`src/rtl/op_sequencer.sv`:
```
// Fetch/execute controller for the accumulator datapath.
// Define OP_SEQUENCER_TRAP_EN to make illegal classes trap and halt.
module op_sequencer #(
   parameter int          ADDR_W   = 8,
   parameter logic [7:0]  RESET_PC = 8'h00
) (
   input  logic              clk,
   input  logic              rst,
   output logic [ADDR_W-1:0] mem_addr,
   output logic              mem_rd,
   input  logic [15:0]       mem_data,
   input  logic              mem_valid,
   output logic [2:0]        operation_code,
   output logic [7:0]        in_b,
   output logic              aku_enable,
   input  logic [7:0]        alu_result,
   input  logic              carry_in,
   input  logic [7:0]        ext_in,
   output logic [7:0]        out_port,
   output logic              out_strobe,
   input  logic              start,
   output logic              halted,
   output logic              trap
);

   localparam logic [ADDR_W-1:0] PC_RST = RESET_PC[ADDR_W-1:0];

   typedef enum logic [1:0] {
      ST_BOOT,
      ST_FETCH,
      ST_EXEC,
      ST_HALT
   } state_t;

   state_t            state_q;
   state_t            state_d;
   logic [ADDR_W-1:0] pc_q;
   logic [15:0]       ir_q;
   logic              carry_q;

   logic [3:0] cls;
   logic       is_imm;
   logic       is_ext;
   logic       is_jmp;
   logic       is_jc;
   logic       is_jnc;
   logic       is_out;
   logic       is_halt;
   logic       is_ill;
   logic       is_alu;
   logic       take_jump;
   logic       trap_stop;
   logic       resume_ok;
   logic       unused_ir;

   assign cls     = ir_q[15:12];
   assign is_imm  = (cls == 4'd1);
   assign is_ext  = (cls == 4'd2);
   assign is_jmp  = (cls == 4'd3);
   assign is_jc   = (cls == 4'd4);
   assign is_jnc  = (cls == 4'd5);
   assign is_out  = (cls == 4'd6);
   assign is_halt = (cls == 4'd7);
   assign is_ill  = cls[3];
   assign is_alu  = is_imm | is_ext;

   assign take_jump = is_jmp
                    | (is_jc  &  carry_q)
                    | (is_jnc & ~carry_q);

   assign unused_ir = ir_q[11];

`ifdef OP_SEQUENCER_TRAP_EN
   logic trap_q;

   // Sticky until reset; blocks start so a trapped core stays parked.
   always_ff @(posedge clk or posedge rst) begin
      if (rst) begin
         trap_q <= 1'b0;
      end else if (state_q == ST_EXEC && is_ill) begin
         trap_q <= 1'b1;
      end
   end

   assign trap      = trap_q;
   assign trap_stop = is_ill;
   assign resume_ok = ~trap_q;
`else
   assign trap      = 1'b0;
   assign trap_stop = 1'b0;
   assign resume_ok = 1'b1;
`endif

   assign mem_addr       = pc_q;
   assign operation_code = ir_q[10:8];
   assign halted         = (state_q == ST_HALT);

   always_ff @(posedge clk or posedge rst) begin
      if (rst) begin
         state_q <= ST_BOOT;
      end else begin
         state_q <= state_d;
      end
   end

   always_comb begin
      state_d    = state_q;
      mem_rd     = 1'b0;
      aku_enable = 1'b0;
      in_b       = 8'h00;
      unique case (state_q)
         ST_BOOT: begin
            state_d = ST_FETCH;
         end
         ST_FETCH: begin
            mem_rd = 1'b1;
            if (mem_valid) begin
               state_d = ST_EXEC;
            end
         end
         ST_EXEC: begin
            state_d = ST_FETCH;
            unique case (1'b1)
               is_imm: begin
                  aku_enable = 1'b1;
                  in_b       = ir_q[7:0];
               end
               is_ext: begin
                  aku_enable = 1'b1;
                  in_b       = ext_in;
               end
               is_halt: begin
                  state_d = ST_HALT;
               end
               trap_stop: begin
                  state_d = ST_HALT;
               end
               default: begin
               end
            endcase
         end
         ST_HALT: begin
            if (start && resume_ok) begin
               state_d = ST_FETCH;
            end
         end
         default: begin
            state_d = ST_BOOT;
         end
      endcase
   end

   // Jump overrides the increment already applied during fetch.
   always_ff @(posedge clk or posedge rst) begin
      if (rst) begin
         pc_q       <= PC_RST;
         ir_q       <= 16'h0000;
         carry_q    <= 1'b0;
         out_port   <= 8'h00;
         out_strobe <= 1'b0;
      end else begin
         out_strobe <= 1'b0;
         if (state_q == ST_FETCH && mem_valid) begin
            ir_q <= mem_data;
            pc_q <= pc_q + ADDR_W'(1);
         end
         if (state_q == ST_EXEC) begin
            if (is_alu) begin
               carry_q <= carry_in;
            end
            if (take_jump) begin
               pc_q <= ir_q[ADDR_W-1:0];
            end
            if (is_out) begin
               out_port   <= alu_result;
               out_strobe <= 1'b1;
            end
         end
      end
   end

endmodule

```
`config.mk`:
```
export PLATFORM = sky130hd
export DESIGN_NAME = op_sequencer
export DESIGN_NICKNAME = d
export VERILOG_FILES = /design/src/rtl/op_sequencer.sv
export SDC_FILE = /design/constraint.sdc
export NUM_CORES = 1
export LEC_CHECK = 0
export ABC_AREA = 1
export CAP_MARGIN = 20
export CORE_UTILIZATION = 35
export DETAILED_ROUTE_END_ITERATION = 7
export PLACE_DENSITY_LB_ADDON = 0.12
export SYNTH_ARGS = -nofsm -noshare
export SYNTH_HDL_FRONTEND = slang
export SYNTH_SLANG_ARGS = --single-unit
```
`constraint.sdc`:
```
create_clock -name clk -period 2.15 [get_ports clk]
set_clock_uncertainty 0.15 [all_clocks]
set_input_delay 0.215 -clock clk [delete_from_list [all_inputs] [get_ports clk]]
set_output_delay 0.215 -clock clk [all_outputs]
set_load 0.01 [all_outputs]
```
# Word level (Yosys, flattened, before mapping)
# Index checks and enable logic that the tools add are counted.
# classes
n_eq_ne	12
bitwise	6
n_reduce_logical	6
add_sub_neg	1
n_mux	14
# ops
cell	count
8-bit two-way mux	4
4-bit by 3-bit equality test with 1-bit output, second input constant	4
8-bit one-hot mux with 2 select lines	1
8-bit by 1-bit adder with 8-bit output, second input constant	1
4-bit by 2-bit equality test with 1-bit output, second input constant	2
2-bit one-hot mux with 4 select lines	1
2-bit two-way mux	3
2-bit AND reduction	3
1-bit two-way mux	5
2-bit equality test, second input constant	2
4-bit by 1-bit equality test with 1-bit output, second input constant	1
2-bit inequality test, second input constant	2
1-bit OR	3
1-bit bitwise AND	2
2-bit by 1-bit equality test with 1-bit output, second input constant	1
2-bit zero test	1
2-bit OR reduction	1
1-bit logical AND	1
1-bit NOT	1
# totals
regBits	36
output_inout_bits	32
in_bits	37
elab_cells	45

# Logic depth before layout (Yosys ltp)
# Gate-level depths: netlist of the first run.
# logic_depth
ltp_word	6
mapped_depth	10
mapped_depth_nobuf	10

# Least setup slack after synthesis of the first run
# Ideal clock, no wire load.
# synth_timing
kind	reg2reg
start	reg state_q[1]
end	reg pc_q[6], in the netlist mem_addr[6]
period_less_slack_ns	1.629
path_slack_ns	0.521
path_buffers	0
setup_time_ns	0.113
path_stages_with_launch	10
arrival_time_ns	1.366
t_required_ns	1.887
cell_sequence	dfrtp_1 > inv_1 > ha_1 > nand2_1 > nor2_1 > nand4_1 > nand2_1 > nand2_1 > nand2_1 > inv_1
# synth_via
elab_chain_cells	5
elab_cells_between_ends	6
classes_between	eq/ne (2); mux (3); reduce/logical (1)
# synth_rtl
element	line_no	rtl
from (decl)	35	state_t state_q;
from (signal assigned)	102	state_q <= state_d;
2-bit by 1-bit equality test with 1-bit output	163	if (state_q == ST_FETCH && mem_valid) begin
1-bit logical AND	163	
8-bit two-way mux	163	
8-bit two-way mux	171	if (take_jump) begin
8-bit two-way mux (*)	167	if (state_q == ST_EXEC) begin
to (signal assigned)	165	pc_q <= pc_q + ADDR_W'(1);
to (signal assigned)	172	pc_q <= ir_q[ADDR_W-1:0];
to (decl)	37	logic [ADDR_W-1:0] pc_q;
# Every way passes the cells marked *; elsewhere a longest branch is shown, timed or not.
# A chain may end at the register's enable or synchronous reset.

# Final worst setup path of the first run
# layout_timing
start	reg ir_q[14]
end	out aku_enable
# layout_via
elab_chain_cells	4
elab_cells_between_ends	5
classes_between	eq/ne (2); mux (2); reduce/logical (1)
# layout_rtl
element	line_no	rtl
from (decl)	38	logic [15:0] ir_q;
from (signal assigned)	164	ir_q <= mem_data;
4-bit by 1-bit equality test with 1-bit output or 4-bit by 2-bit equality test with 1-bit output (tied branches)	57, 58	
2-bit OR reduction (no line) (*)	--	
1-bit two-way mux (*)	123	unique case (1'b1)
1-bit two-way mux (*)	111	unique case (state_q)
to (decl)	15	output logic aku_enable,
# Marked as above.

==> metrics.yaml, run 1 <==
sta:
  rsz0062_at_grt: "no"
  period_share_pct: 90.4
  fin_setup_tns_ns: 0
  period_needed_ns: 1.94
  hold_violations: 0
  fmax_mhz: 515
  setup_viol: 0
  slew_viol_final: 0
global_route:
  antenna_found_initial: 0
  grt_pass1_wl_mm: 7.87
  grt_max_degree: 36
  grt_pass1_vias: 1678
  track_usage_pct: 17.1
  globalRouteOverflowTotal: 0
layout:
  final_cells: 386
  final_cell_mix: "87 x nand2_1, 57 x clkdlybuf4s50_1, 32 x dfrtp_1"
  final_common_cell: "nand2_1"
  design_area_um2: 2750
  drive_gt1_share_pct: 9.81
  fin_nets: 357
  area_growth_pct: 42.7
  nFillCells: 537
  antennaDiodeCount: 0
die:
  rows: 26
  die_y_um: 76.2
  core_um2: 5200
  ios: 69
  dieArea_um2: 5810
  start_util_pct: 37.0
  die_x_um: 76.2
placed_design:
  gp_congestion: 0.706
  numPortBuffers: 66
  placed_area_um2: 2650
  hpwl_mm: 3.16
  dp.cells: 377
routing:
  drc: 0
  drt_iter0_drc: 51
  routed_via_density: 4.51
  wl_per_cell_um: 11.8
  drt_first_pass_iters: 4
  wirelength_mm: 4.56
  postRouteAntennaNets: 0
  dr_total_vias: 1740
clocking:
  cts.clk_slew.worst_paths_ns: 0.07
  cts_tree: "done"
  clock_latency_ns: 0.28
  cts_resized: 17
  cts_hold_buffers: 0
  cts_sinks: 35
  post_cts_buffers: 0
  clockBufferDepth: 2
  cts_buffers: 5
  ctsHtreeMaxLevel: 2
  cts-root-buf: "clkbuf_8"
synthesis:
  ys_types: 28
  ys_warn_count: 0
  synth_seq_cells: 35
  syn_nets: 289
  avgSynthCellArea_um2: 7.80
  yosysSeqAreaShare_pct: 45.5
  netlist_instances: 247
  netlist_area_um2: 1930
worst_setup_path:
  cp-start-kind: "flip-flop"
  reg2reg_depth: 9
  crit_path_max_fanout: 19
  crit_arrival_ns: 1.58
  setup.worst_path.end_class: "primary output"
  worst-setup-path-type: "reg -> out"
  crit_required_ns: 1.78
status:
  status: "complete, no violations"
power_and_ir_drop:
  p_leak_nw: 1.33
  irDropWorstVdd_mv: 0.458
  p_per_area_nw_per_um2: 1220
worst_hold_path:
  hp-class: "in -> async"
job:
  cap_viol_max_count: 0
==> power by group <==
group | internal, W | total, W | switching [W]
logic | 0.000777 | 0.00165 | 0.000877
clock network | 0.000227 | 0.000449 | 0.000222
registers | 0.000965 | 0.00124 | 0.000276
==> critical path, stage by stage (launching register included) <==
cell and delay (ns):
dfrtp_2 0.45, nor2_4 0.13, buf_12 0.15, nand3_1 0.10, a21oi_2 0.17, dlygate4sd2_1 0.29
==> area by class of cell <==
type | instances | area (um2) | share of cell area (%)
repair buffers | 73 | 714 | 26.0
inverters | 31 | 124 | 4.51
multi-input cells | 169 | 862 | 31.4
flip-flops and latches | 35 | 880 | 32.0
clock buffers | 7 | 76.3 | 2.78
clock inverters | 1 | 5.00 | 0.182
well taps | 70 | 87.6 | 3.19
==> sequential cells by signal, summed over array words and instances (netlist names) <==
register	count
ir_q	15
mem_addr	8
out_port	8
state_q	2
carry_q	1
out_strobe	1
==> synthesized netlist by cell type <==
master / number / area [um2]
nand3_1: 20 / 100
o21ai_0: 14 / 70.1
nor3_4: 1 / 16.3
buf_4: 7 / 52.6
nor2_4: 2 / 22.5
nand3_2: 2 / 20.0
or2_2: 1 / 6.26
buf_2: 3 / 15.0
clkbuf_1: 2 / 7.51
xnor2_1: 1 / 8.76
o22ai_1: 1 / 6.26
nand2_1: 87 / 327
nand2_4: 2 / 22.5
buf_6: 1 / 11.3
conb_1: 1 / 3.75
xor2_1: 1 / 8.76
a21oi_1: 9 / 45.0
ha_1: 5 / 62.6
o21ai_2: 1 / 8.76
nand2_2: 1 / 6.26
inv_1: 29 / 109
clkinv_1: 1 / 3.75
nor2_1: 5 / 18.8
dfrtp_1: 35 / 876
nand4_1: 9 / 56.3
a21oi_2: 1 / 8.76
inv_2: 1 / 3.75
nand3b_1: 4 / 30.0
==> path summary, 6_finish.rpt <==
path	start	end	slack, ns
min in group clk	mem_data[8]	ir_q[8]$_DFFE_PP0P_	0.31
max	ir_q[14]$_DFFE_PP0P_	aku_enable	0.21
max reg2reg	state_q[1]$_DFFE_PP0P_	mem_addr[7]$_DFF_PP0_	0.38
min reg2reg	ir_q[9]$_DFFE_PP0P_	ir_q[9]$_DFFE_PP0P_	0.33
max in group asynchronous	rst	ir_q[12]$_DFFE_PP0P_	1.32
min	rst	ir_q[10]$_DFFE_PP0P_	0.18
==> logic make-up (layout without fill, tap and decap cells) <==
family	count (synthesis)	count (layout)	synth area share [%]
XOR/XNOR	2	2	0.909
AND/OR/NAND/NOR	134	135	32.5
AO/OA/AOI/OAI	26	26	7.21
adder cells (fa/ha/maj)	5	5	3.25
other	1	1	0.195
buffers and inverters	44	112	10.5
flip-flops	35	35	45.5
==> stage by stage <==
stage	setup slack [ns]	hold WS [ns]	power [W]	util, %
after floorplan	0.521	0.174	0.00219	-
after global placement	0.0353	0.316	0.00285	51.0
after detailed placement	0.0312	0.316	0.00287	51.0
after CTS	0.196	0.196	0.00338	52.8
after global routing	0.0980	0.225	0.00365	52.8
final	0.207	0.179	0.00334	52.8
==> layer usage <==
metal / wire length, um / GRT usage [%] / vias up
li1: - / - / 910
met1: 2300 / 24.2 / 775
met2: 1980 / 25.6 / 53
met3: 260 / 4.91 / 2
met4: 25 / 4.62 / 0
met5: 0 / 0 / -
(Power assumes the default switching activity.)
==> run 2: changes to the inputs <==
Settings changed: REMOVE_ABC_BUFFERS set to 1.
==> run 2 against run 1 <==
- utilization is 2.0 points higher
- die area is the same
- routed wire length is 3.2% higher
- sequential share of layout area fell by 1.3 points
- clock power grew 3%
- combinational power is 12% higher
- sequential cell count did not move
- worst hold slack better by 0.0053 ns
- maximum frequency is 3.8% lower
- count of clock-buffer cells in the layout is 1 lower
- critical path type unchanged
- highest routed layer unchanged
==> metrics.yaml, run 2 (synthesis gave the netlist of run 1 again) <==
worst_setup_path:
  path_common_cell: "buf_4"
  crit_path_max_fanout: 5  # -14
  crit_required_ns: 1.78  # about the same
  cp-start-kind: "flip-flop"
  worst-setup-path-type: "reg -> out"
  slowest_stage: "dfrtp_1"
  crit_path_max_incr_delay_ns: 0.40  # -0.05 ns
  crit_arrival_ns: 1.66  # +0.08 ns
  setup.worst_path.end_class: "primary output"
  crit_family: "buffers and inverters"
  path_buf_inv: 4  # +2
  path_cells: "inv_4 -> buf_4 -> nor2_4 -> buf_4 -> nand2_1 -> a21oi_2 -> dlygate4sd2_1"
clocking:
  ctsHtreeMaxLevel: 2  # unchanged
  cts-root-buf: "clkbuf_8"
  cts_buffers: 5  # unchanged
  cts_hold_buffers: 0  # unchanged
  cts.clk_slew.worst_paths_ns: 0.07  # about the same
  cts_tree: "done"
  clock_latency_ns: 0.28  # about the same
  clockBufferDepth: 2  # unchanged
  cts_sinks: 35  # unchanged
routing:
  drc: 0  # unchanged
  drt_first_pass_iters: 4  # unchanged
  drt_iter0_drc: 124  # +140%
  dr_total_vias: 1821  # +4.7%
  wirelength_mm: 4.71  # +3.2%
  routed_via_density: 4.59  # +1.8%
  wl_per_cell_um: 11.9  # +0.38%
  postRouteAntennaNets: 0  # unchanged
power_and_ir_drop:
  pwr-share-comb_pct: 52.5  # +3.0 points
  p_seq_share_pct: 34.4  # -2.7 points
  internal_power_w: 0.00209  # +6.1%
  power.total_w: 0.00351  # +5.1%
  irDropWorstVdd_mv: 0.535  # +17%
  p_per_area_nw_per_um2: 1230  # +1.3%
  clock_power_share_pct: 13.2  # -0.2 points
  netSwitchingPower_w: 0.00142  # +3.7%
  p_leak_nw: 1.44  # +8.1%
  power_switching_share_pct: 40.5  # -0.55 points
sta:
  setup_viol: 0  # unchanged
  rsz0062_at_grt: "no"
  fin_ws_ns: 0.129  # -0.0773 ns
  period_needed_ns: 2.02  # +0.0773 ns
  period_share_pct: 94.0  # +3.6 points
  hold_violations: 0  # unchanged
  fin_setup_tns_ns: 0  # unchanged
  slew_viol_final: 0  # unchanged
  fmax_mhz: 495  # -3.8%
die:
  dieArea_um2: 5810  # unchanged
  die_x_um: 76.2  # unchanged
  rows: 26  # unchanged
  die_y_um: 76.2  # unchanged
  core_um2: 5200  # unchanged
  ios: 69  # unchanged
  start_util_pct: 37.0  # unchanged
placed_design:
  gp_congestion: 0.754  # +6.8%
  hpwl_mm: 3.34  # +5.7%
  numPortBuffers: 66  # unchanged
  dp.cells: 380  # +0.80%
  preCtsSetupSlack_ns: 0.0759  # +0.0447 ns
job:
  cap_viol_max_count: 0  # unchanged
worst_hold_path:
  hp-class: "in -> async"
global_route:
  grt_pass1_wl_mm: 8.05  # +2.2%
  grt_pass1_vias: 1739  # +3.6%
  grt_max_degree: 36  # unchanged
  globalRouteOverflowTotal: 0  # unchanged
  track_usage_pct: 17.4  # +0.31 points
  antenna_found_initial: 0  # unchanged
layout:
  final_common_cell: "nand2_1"
  nFillCells: 518  # -3.5%
  area_growth_pct: 48.1
  antennaDiodeCount: 0  # unchanged
  fin_nets: 368  # +3.1%
  largest_register: "ir_q"
  drive_gt1_share_pct: 12.5  # +2.7 points
  final_cell_mix: "87 x nand2_1, 57 x clkdlybuf4s50_1, 34 x dfrtp_1"
  final_cells: 397  # +2.8%
  largest_reg_flops: 15  # unchanged
status:
  status: "complete, no violations"
## run 2: changes by cell type in the layout (fill, tap and decap cells not counted)
cell and change:
buf_4 +10, dfrtp_1 +2, dlymetal6s2s_1 +4, dlygate4sd2_1 -5, clkbuf_1 -1, clkinvlp_4 +1, dfrtp_2 -2, buf_6 +1
clkdlybuf4s15_1 +1
## run 2: worst reg2reg max path, cell delays in order (launching register included)
cell     delay (ns)
dfrtp_1        0.42
inv_1          0.10
ha_1           0.21
nand3_1        0.11
nor2_1         0.33
nand3_1        0.13
nand2_1        0.09
nand2_1        0.04
nand2_1        0.05
inv_1          0.03
## run 2: timing repair
action,4_1_cts,5_1_grt
setup endpoints to repair,9,4
pin swaps,1,1
setup buffers,5,3
gates resized for setup,10,7
cloned,1,0
## run 2: per-stage QoR
stage / instance area, um2 / utilization (%) / hold WS [ns]
CTS: 2820 / 54.1 / 0.198
finish: 2850 / 54.8 / 0.184
global placement: 2680 / 51.4 / 0.317
detailed placement: 2680 / 51.4 / 0.322
floorplan: 1840 / - / 0.174
global route: 2850 / 54.8 / 0.230
## run 2: worst paths after layout
check | endpoint | cells past startpoint | from | slack, ns
max in group asynchronous | ir_q[12]$_DFFE_PP0P_ | 3 | rst | 1.32
setup / recovery | aku_enable | 7 | ir_q[13]$_DFFE_PP0P_ | 0.13
setup reg to reg | mem_addr[5]$_DFF_PP0_ | 9 | state_q[1]$_DFFE_PP0P_ | 0.39
hold / removal | state_q[0]$_DFFE_PP0P_ | 3 | rst | 0.18
hold reg to reg | ir_q[8]$_DFFE_PP0P_ | 2 | ir_q[8]$_DFFE_PP0P_ | 0.34
min in group clk | ir_q[1]$_DFFE_PP0P_ | 3 | mem_data[1] | 0.31
## run 2: area by class of cell
type / count / area (um2) / share of cell area [%]
tap: 70 / 87.6 / 3.07
multi-input combinational: 169 / 862 / 30.2
clock buffer: 6 / 72.6 / 2.54
timing repair buffer: 84 / 817 / 28.6
clock inverter: 2 / 12.5 / 0.439
inverter: 31 / 124 / 4.34
sequential: 35 / 877 / 30.7
## run 2: power by group through the flow
| stage | logic, W | clock network [W] | registers (W) |
|---|---|---|---|
| final | 0.00184 | 0.000463 | 0.00121 |
| after global routing | 0.00204 | 0.000506 | 0.00125 |
| after CTS | 0.00182 | 0.000477 | 0.00121 |
| after detailed placement | 0.00170 | 0 | 0.00122 |
| after global placement | 0.00167 | 0 | 0.00121 |
| after floorplan | 0.000805 | 0 | 0.00129 |
## run 2: routing by layer
metal | wire length (um) | GRT usage (%)
met3 | 203 | 3.95
met2 | 2100 | 27.9
met5 | 0 | 0
met1 | 2360 | 24.0
met4 | 42 | 4.04
==> run 3: changes to the inputs <==
Settings changed: CORE_ASPECT_RATIO set to 0.7, MAX_ROUTING_LAYER set to met4.
==> run 3 against run 2 <==
- setup slack better by 0.098 ns
- cell count down 2.0%
- sequential cell count unchanged
- register-to-register slack about the same
- global-route usage down 0.30 points
- combinational power down 10%
- sequential share of layout area up 1.2 points
- critical path depth down 2
- worst hold slack worse by 0.0021 ns
- final area down 3.5%
- sequential power about the same
==> metrics.yaml, run 3 (synthesis gave the netlist of run 1 again) <==
layout:
  antennaDiodeCount: 0  # unchanged
  final_cell_mix: "87 x nand2_1, 57 x clkdlybuf4s50_1, 33 x dfrtp_1"
  fin_nets: 358  # -2.7%
  drive_gt1_share_pct: 9.78  # -2.8 points
  final_common_cell: "nand2_1"
  largest_register: "ir_q"
  area_growth_pct: 42.9
  largest_reg_flops: 15  # unchanged
routing:
  wirelength_mm: 4.45  # -5.5%
  dr_total_vias: 1747  # -4.1%
  drt_iter0_drc: 125  # +0.81%
  routed_via_density: 4.49  # -2.1%
  m1WireLength_mm: 2.32  # -1.8%
  drc: 0  # unchanged
  wl_met3_um: 273  # +34%
  top_layer: "met4"
  wl_met2_mm: 1.83  # -13%
  postRouteAntennaNets: 0  # unchanged
  drt_first_pass_iters: 4  # unchanged
  wl_per_cell_um: 11.4  # -3.5%
sta:
  slew_viol_final: 0  # unchanged
  period_needed_ns: 1.92  # -0.0982 ns
  fin_setup_tns_ns: 0  # unchanged
  setup_viol: 0  # unchanged
  fmax_mhz: 520  # +5.1%
  rsz0062_at_grt: "no"
  period_share_pct: 89.4  # -4.6 points
  hold_violations: 0  # unchanged
job:
  cap_viol_max_count: 0  # unchanged
clocking:
  cts_hold_buffers: 0  # unchanged
  cts_buffers: 5  # unchanged
  ctsHtreeMaxLevel: 2  # unchanged
  clockBufferDepth: 2  # unchanged
  cts_sinks: 35  # unchanged
  cts-root-buf: "clkbuf_8"
  cts.clk_slew.worst_paths_ns: 0.07  # about the same
  clock_latency_ns: 0.28  # about the same
  cts_tree: "done"
worst_setup_path:
  worst-setup-path-type: "reg -> out"
  setup.worst_path.end_class: "primary output"
  crit_path_max_fanout: 19  # +14
  crit_arrival_ns: 1.56  # -0.10 ns
  crit_required_ns: 1.78  # about the same
  cp-start-kind: "flip-flop"
power_and_ir_drop:
  power.total_w: 0.00333  # -5.1%
  irDropWorstVdd_mv: 0.486  # -9.2%
  p_leak_nw: 1.34  # -7.1%
  p_per_area_nw_per_um2: 1210  # -1.7%
global_route:
  track_usage_pct: 17.1  # -0.30 points
  grt_pass1_vias: 1648  # -5.2%
  grt_max_degree: 36  # unchanged
  antenna_found_initial: 0  # unchanged
  grt_pass1_wl_mm: 7.65  # -5.0%
  globalRouteOverflowTotal: 0  # unchanged
die:
  rows: 22  # -15%
  ios: 69  # unchanged
  die_y_um: 64.1  # -16%
  die_x_um: 90.7  # +19%
  dieArea_um2: 5810  # about the same
  core_um2: 5260  # +1.0%
  start_util_pct: 36.6  # -0.37 points
placed_design:
  gp_congestion: 0.720  # -4.4%
  numPortBuffers: 66  # unchanged
  hpwl_mm: 3.18  # -4.9%
status:
  status: "complete, no violations"
worst_hold_path:
  hp-class: "in -> async"
[run 3: timing repair]
action | CTS | global route
resized for setup | 15 | 0
setup buffers | 1 | 0
endpoints found under the setup margin | 9 | 0
[run 3: worst max-delay path: stages, from the launching register on]
cell,delay (ns)
dfrtp_2,0.44
nor2_4,0.13
buf_12,0.15
nand3_1,0.09
a21oi_2,0.16
dlygate4sd2_1,0.29
[run 3: layer usage]
metal | up-vias | track usage (%)
met3 | 4 | 4.52
met4 | 0 | 3.63
met2 | 50 | 25.3
li1 | 915 | -
met5 | - | -
met1 | 778 | 23.6
[run 3: worst paths after layout]
| path | startpoint | to | slack (ns) | depth (start not counted) |
|---|---|---|---|---|
| worst max register to register | state_q[0]$_DFFE_PP0P_ | out_port[1]$_DFFE_PP0P_ | 0.39 | 8 |
| max in group asynchronous | rst | ir_q[12]$_DFFE_PP0P_ | 1.33 | 3 |
| min in group clk | mem_data[0] | ir_q[0]$_DFFE_PP0P_ | 0.31 | 3 |
| worst min register to register | ir_q[10]$_DFFE_PP0P_ | ir_q[10]$_DFFE_PP0P_ | 0.33 | 2 |
| worst max-delay path | ir_q[14]$_DFFE_PP0P_ | aku_enable | 0.23 | 5 |
| worst min-delay path | rst | out_strobe$_DFF_PP0_ | 0.18 | 3 |
[run 3: area by class of cell]
class                      instances  area, um2
clock buffer                       7       76.3
clock inverter                     1       5.00
fill                             509       2500
inverter                          31        124
multi-input combinational        169        857
sequential                        35        878
tap                               72       90.1
timing repair buffer              74        722
[run 3: through the flow]
stage | cells | utilization [%] | hold slack (ns) | area (um2) | setup slack, ns
floorplan | 234 | - | 0.174 | 1840 | 0.224
global placement | 379 | 50.5 | 0.327 | 2660 | 0.0489
detailed placement | 379 | 50.5 | 0.315 | 2660 | 0.0566
CTS | 389 | 52.4 | 0.194 | 2750 | 0.210
global route | 389 | 52.4 | 0.261 | 2750 | 0.109
finish | 389 | 52.4 | 0.182 | 2750 | 0.228
[run 3: power breakdown]
| group | switching (W) | internal (W) |
|---|---|---|
| clock | 0.000226 | 0.000227 |
| sequential | 0.000273 | 0.000963 |
| combinational | 0.000861 | 0.000785 |
| total | 0.00136 | 0.00198 |
